### src/rtl/razor_error_collector.sv
// Razor shadow-latch error collector: turns unmasked lane errors into a one-cycle recovery
// request with holdoff, and keeps sticky status. Define RAZOR_ERR_RATE_EN for the window-rate alarm.
module razor_error_collector #(
  parameter int N_LANES     = 8,
  parameter int HOLDOFF     = 2,
  parameter int CNT_W       = 16,
  parameter int WIN_LOG2    = 10,
  parameter int RATE_THRESH = 4
) (
  input  logic               Clock_Sys,
  input  logic               Reset,
  input  logic [N_LANES-1:0] ErrorIn,
  input  logic [N_LANES-1:0] ErrorMask,
  input  logic               ClearStatus,
  output logic               GlobalError,
  output logic               Recovering,
  output logic [N_LANES-1:0] ErrorSticky,
  output logic [CNT_W-1:0]   ErrorCount,
  output logic               ErrorRateHigh
);

  typedef enum logic [1:0] {
    ST_IDLE    = 2'd0,
    ST_FLAG    = 2'd1,
    ST_HOLDOFF = 2'd2
  } state_t;

  localparam logic [3:0] HOLD_LOAD = 4'(HOLDOFF);

  state_t             state;
  logic [3:0]         hold_cnt;
  logic [N_LANES-1:0] live_err;
  logic               hit;
  logic               flag_now;

  assign live_err = ErrorIn & ~ErrorMask;
  assign hit      = |live_err;
  assign flag_now = (state == ST_FLAG);

  // NOTE: sequential state uses non-blocking assignments so every register samples pre-edge values.
  always_ff @(posedge Clock_Sys or posedge Reset) begin
    if (Reset) begin
      state       <= ST_IDLE;
      GlobalError <= 1'b0;
      Recovering  <= 1'b0;
      hold_cnt    <= '0;
    end else begin
      case (state)
        ST_IDLE: begin
          if (hit) begin
            state       <= ST_FLAG;
            GlobalError <= 1'b1;
          end
        end
        ST_FLAG: begin
          state       <= ST_HOLDOFF;
          GlobalError <= 1'b0;
          Recovering  <= 1'b1;
          hold_cnt    <= HOLD_LOAD;
        end
        ST_HOLDOFF: begin
          // Hits are ignored here, including on the exit cycle.
          if (hold_cnt == 4'd1) begin
            state      <= ST_IDLE;
            Recovering <= 1'b0;
            hold_cnt   <= '0;
          end else begin
            hold_cnt <= hold_cnt - 4'd1;
          end
        end
        default: begin
          state       <= ST_IDLE;
          GlobalError <= 1'b0;
          Recovering  <= 1'b0;
          hold_cnt    <= '0;
        end
      endcase
    end
  end

  // Status logging; a same-cycle clear beats any set or increment.
  always_ff @(posedge Clock_Sys or posedge Reset) begin
    if (Reset) begin
      ErrorSticky <= '0;
      ErrorCount  <= '0;
    end else if (ClearStatus) begin
      ErrorSticky <= '0;
      ErrorCount  <= '0;
    end else begin
      ErrorSticky <= ErrorSticky | live_err;
      if (flag_now && (ErrorCount != '1)) begin
        ErrorCount <= ErrorCount + 1'b1;
      end
    end
  end

`ifdef RAZOR_ERR_RATE_EN
  localparam logic [WIN_LOG2:0] RATE_LIM = (WIN_LOG2+1)'(RATE_THRESH);

  logic [WIN_LOG2-1:0] win_cnt;
  logic [WIN_LOG2:0]   ev_cnt;
  logic [WIN_LOG2:0]   ev_total;

  // A FLAG on the wrap cycle still belongs to the closing window.
  assign ev_total = ev_cnt + {{WIN_LOG2{1'b0}}, flag_now};

  always_ff @(posedge Clock_Sys or posedge Reset) begin
    if (Reset) begin
      win_cnt       <= '0;
      ev_cnt        <= '0;
      ErrorRateHigh <= 1'b0;
    end else begin
      win_cnt <= win_cnt + 1'b1;
      if (&win_cnt) begin
        ev_cnt <= '0;
      end else begin
        ev_cnt <= ev_total;
      end
      if (ClearStatus) begin
        ErrorRateHigh <= 1'b0;
      end else if ((&win_cnt) && (ev_total >= RATE_LIM)) begin
        ErrorRateHigh <= 1'b1;
      end
    end
  end
`else
  assign ErrorRateHigh = 1'b0;
`endif

endmodule

### config.mk
export PLATFORM = sky130hd
export DESIGN_NAME = razor_error_collector
export DESIGN_NICKNAME = d
export VERILOG_FILES = /design/src/rtl/razor_error_collector.sv
export SDC_FILE = /design/constraint.sdc
export NUM_CORES = 1
export LEC_CHECK = 0
export BUFFER_PORTS_ARGS = -buffer_cell sky130_fd_sc_hd__buf_2
export CAP_MARGIN = 20
export CORE_MARGIN = 2
export CORE_UTILIZATION = 56
export CTS_CLUSTER_SIZE = 14
export DETAILED_ROUTE_END_ITERATION = 6
export PLACE_DENSITY = 0.84
export SETUP_SLACK_MARGIN = 0.05
export SYNTH_ARGS = -nofsm -noshare
export SYNTH_HDL_FRONTEND = slang
export SYNTH_SLANG_ARGS = --single-unit
### constraint.sdc
create_clock -name Clock_Sys -period 4.75 [get_ports Clock_Sys]
set_input_delay 0.475 -clock Clock_Sys [delete_from_list [all_inputs] [get_ports Clock_Sys]]
set_output_delay 0.475 -clock Clock_Sys [all_outputs]
set_load 0.01 [all_outputs]
==> metrics.md <==
| Metric | Value |
|---|---|
| PortBufs | 44 |
| Die Y | 60.66 um |
| Worst Tran Pin Value | 0.5515 ns |
| Cells after synthesis | 192 |
| Worst vdd ir | 0.0002717 V |
| Die ar. | 3680 sq um |
| Pre-CTS WS | 2.707 ns |
| Critical Path RT | 4.98 ns |
| Mapped Area | 1798 sq um |
| Vias | 1564 |
| Endpoints failing setup | 0 |
| PwrDens | 349.9 nW/um^2 |
| Synth warn | 0 |
| FF+latch count, synth | 32 |
| FFs w/ async S/R, synth | 1.000 |
| Clk_skew | 0.008770 ns |
| Core Area | 3053 sq um |
| Crit path DAT | 2.26 ns |
| Seq/Total Area, Yosys | 0.4454 |
| CTS tree | built |
| Final Hold Viols | 0 |
| Row count | 20 |
| Nets@finish | 263 |
| Clock Root Buffer | clkbuf_4 |
| Grt ovf | 0 |
| Clk sinks | 32 |
| Largest area contributor in the netlist | dfrtp_1 |
| WL/cell | 12.77 um |
| HPWL Detailed | 2.636 mm |
| HP Class | in -> async |
| EDFF count, synth | 0 |
| WS Path Type | reg -> reg |
| Max-Slew Margin vs Limit | 0.6289 |
| Outcome | finished clean |
| Synth top area share | 0.4454 |
| Clk pin slew, worst setup/hold paths | 0.09 ns |
| Worst Reg-to-Reg Cells | 6 |
| Die Wd | 60.66 um |
| Number of max-cap violations | 0 |
| Ys flop type | dfrtp_1 |
| Largest net degree at the start of global routing | 33 |
| Reg-to-Reg End | ErrorCount[14]$_DFFE_PP0P_ |
| Worst setup margin | 2.715 ns |
| Iter 0 DRT Violations | 76 |
| Routability cong. | 0.8909 |
| Max Transition Viols Final | 0 |
| IO Count | 46 |
| Detail Route Antenna Nets | 0 |
| Crit. End Element | flip-flop |
| PnR Total Power | 732.8 uW |
| Number of global-route vias before repair | 1458 |
| Startpoint types | flip-flop |
| Cell variety after synth | 42 |
| Min Hold Slack | 0.2102 ns |
| RSZ-0062 raised after global routing | false |
| Diode count | 0 |
| Hold buffers post-CTS | 0 |
| Setup bufs post-CTS | 0 |
| FMAX | 491.5 MHz |
| Post-route clock period utilization | 0.4284 |
| Initial Util | 0.5889 |
| Setup slack, reg-to-reg | 2.72 ns |
| Via density | 5.566 |
| Area Growth Syn to Fin | 16.49% |
| Worst Path Max Fanout | 11 |
| DR pass1 iterations | 4 |
| Clock Tree Buf Depth | 2 |
| Standby leakage power | 0.001050 uW |
| Net Count, Synth | 218 |
| Post-CTS sizing | 0 |
| Initial antenna violation count | 0 |
| Post-layout util | 0.6861 |
| CTS Buf Count | 5 |
| H-Tree Depth | 2 |
| Synthesized area per cell | 9.364 sq um |
| Post-route DRC | 0 |
| Fin Setup TNS | 0 ns |
| Top area cells in the synthesized netlist | dfrtp_1, nor2_1, ha_1 |
| Worst skew pair latency | 0.33 ns |
| Layout cells sized above 1 | 0.2700 |
| Worst R2R Start | state[1]$_DFFE_PP0P_ |
| Final wirelength | 3.589 mm |
| GRT Util Overall | 0.2286 |
| Crit path time final | 2.035 ns |
| First-pass GRT wire length | 6.175 mm |
==> through the flow <==
step / cell area (sq um) / std cells
3_5_place_dp: 2048 / 274
6_report: 2095 / 281
2_1_floorplan: 1798 / 192
3_3_place_gp: 2048 / 274
5_1_grt: 2095 / 281
4_1_cts: 2095 / 281
==> power breakdown <==
| group | internal [uW] | switching, uW | leakage, uW |
|---|---|---|---|
| Combinational | 111 | 142 | 0.000591 |
| Clock | 54.4 | 86.9 | 0.0000281 |
| Sequential | 312 | 27.2 | 0.000430 |
==> cells in the final DEF (no fill, tap or decap), types with 3 or more instances in the layout <==
cell	netlist	final
ha_1	7	7
inv_1	11	11
mux2_2	5	5
nand2_1	13	13
and3_1	6	6
nand4_1	3	3
buf_2	2	44
a211oi_1	4	4
nor2_1	28	28
dfrtp_1	32	32
a21oi_1	11	11
nor3_1	4	4
nor4_1	4	4
o21ai_0	4	4
nor2b_1	10	10
a31oi_1	6	6
nand3_1	5	5
or4_1	3	3
clkbuf_4	0	5
o31ai_1	3	3
==> cell usage after synthesis (2+ instances only) <==
master	count
a2111o_1	2
a211oi_1	4
a21oi_1	11
a311oi_1	2
a31oi_1	6
and3_1	6
and4b_1	2
buf_1	2
buf_2	2
clkbuf_1	2
dfrtp_1	32
ha_1	7
inv_1	11
mux2_2	5
nand2_1	13
nand3_1	5
nand4_1	3
nor2_1	28
nor2b_1	10
nor3_1	4
nor3_4	2
nor4_1	4
nor4b_1	2
o21ai_0	4
o22ai_1	2
o31ai_1	3
or4_1	3
==> registers in the layout, indices dropped and copies added, names as in the netlist <==
name	count
ErrorCount	16
state	2
hold_cnt	4
GlobalError	1
Recovering	1
ErrorSticky	8
==> area by class of cell <==
| class | instances | area, sq um |
|---|---|---|
| well taps | 44 | 55.05 |
| fillers | 263 | 958.4 |
| clock inverters | 1 | 5.005 |
| flip-flops and latches | 32 | 800.8 |
| multi-input cells | 142 | 923.4 |
| clock buffers | 6 | 41.29 |
| repair buffers | 45 | 227.7 |
| inverters | 11 | 41.29 |
==> cell families after synthesis <==
logic type | after synthesis | synth area share
multiplexers | 5 | 0.03131
other | 1 | 0.002086
AND/OR/NAND/NOR | 92 | 0.2965
flip-flops | 32 | 0.4454
AO/OA/AOI/OAI | 37 | 0.1350
buffers and inverters | 18 | 0.04106
adder cells (fa/ha/maj) | 7 | 0.04871
==> routing by layer <==
metal	vias to the layer above	GRT usage	wire length, um
met2	32	0.3825	1751
met3	9	0.06610	155
met4	0	0.1180	100
met5	-	0	0
li1	783	-	-
met1	740	0.2664	1581
==> worst max-delay path, cell delays in order (launching register included) <==
cell and delay [ns]:
dfrtp_1 0.40, inv_1 0.10, ha_1 0.35, and4_4 0.30
nand3_4 0.11, nor4_1 0.31, mux2_2 0.37
==> worst max path at each step <==
stage | startpoint | end | slack [ns] | cells past startpoint
after floorplan | ErrorCount[0]$_DFFE_PP0P_ | ErrorCount[14]$_DFFE_PP0P_ | 2.98 | 5
after global placement | state[1]$_DFFE_PP0P_ | ErrorCount[14]$_DFFE_PP0P_ | 2.84 | 6
after detailed placement | state[1]$_DFFE_PP0P_ | ErrorCount[14]$_DFFE_PP0P_ | 2.71 | 6
after CTS | state[1]$_DFFE_PP0P_ | ErrorCount[14]$_DFFE_PP0P_ | 2.70 | 6
after global routing | state[1]$_DFFE_PP0P_ | ErrorCount[14]$_DFFE_PP0P_ | 2.55 | 6
final | state[1]$_DFFE_PP0P_ | ErrorCount[14]$_DFFE_PP0P_ | 2.72 | 6
No activity file was read; power rests on OpenSTA's default activity.
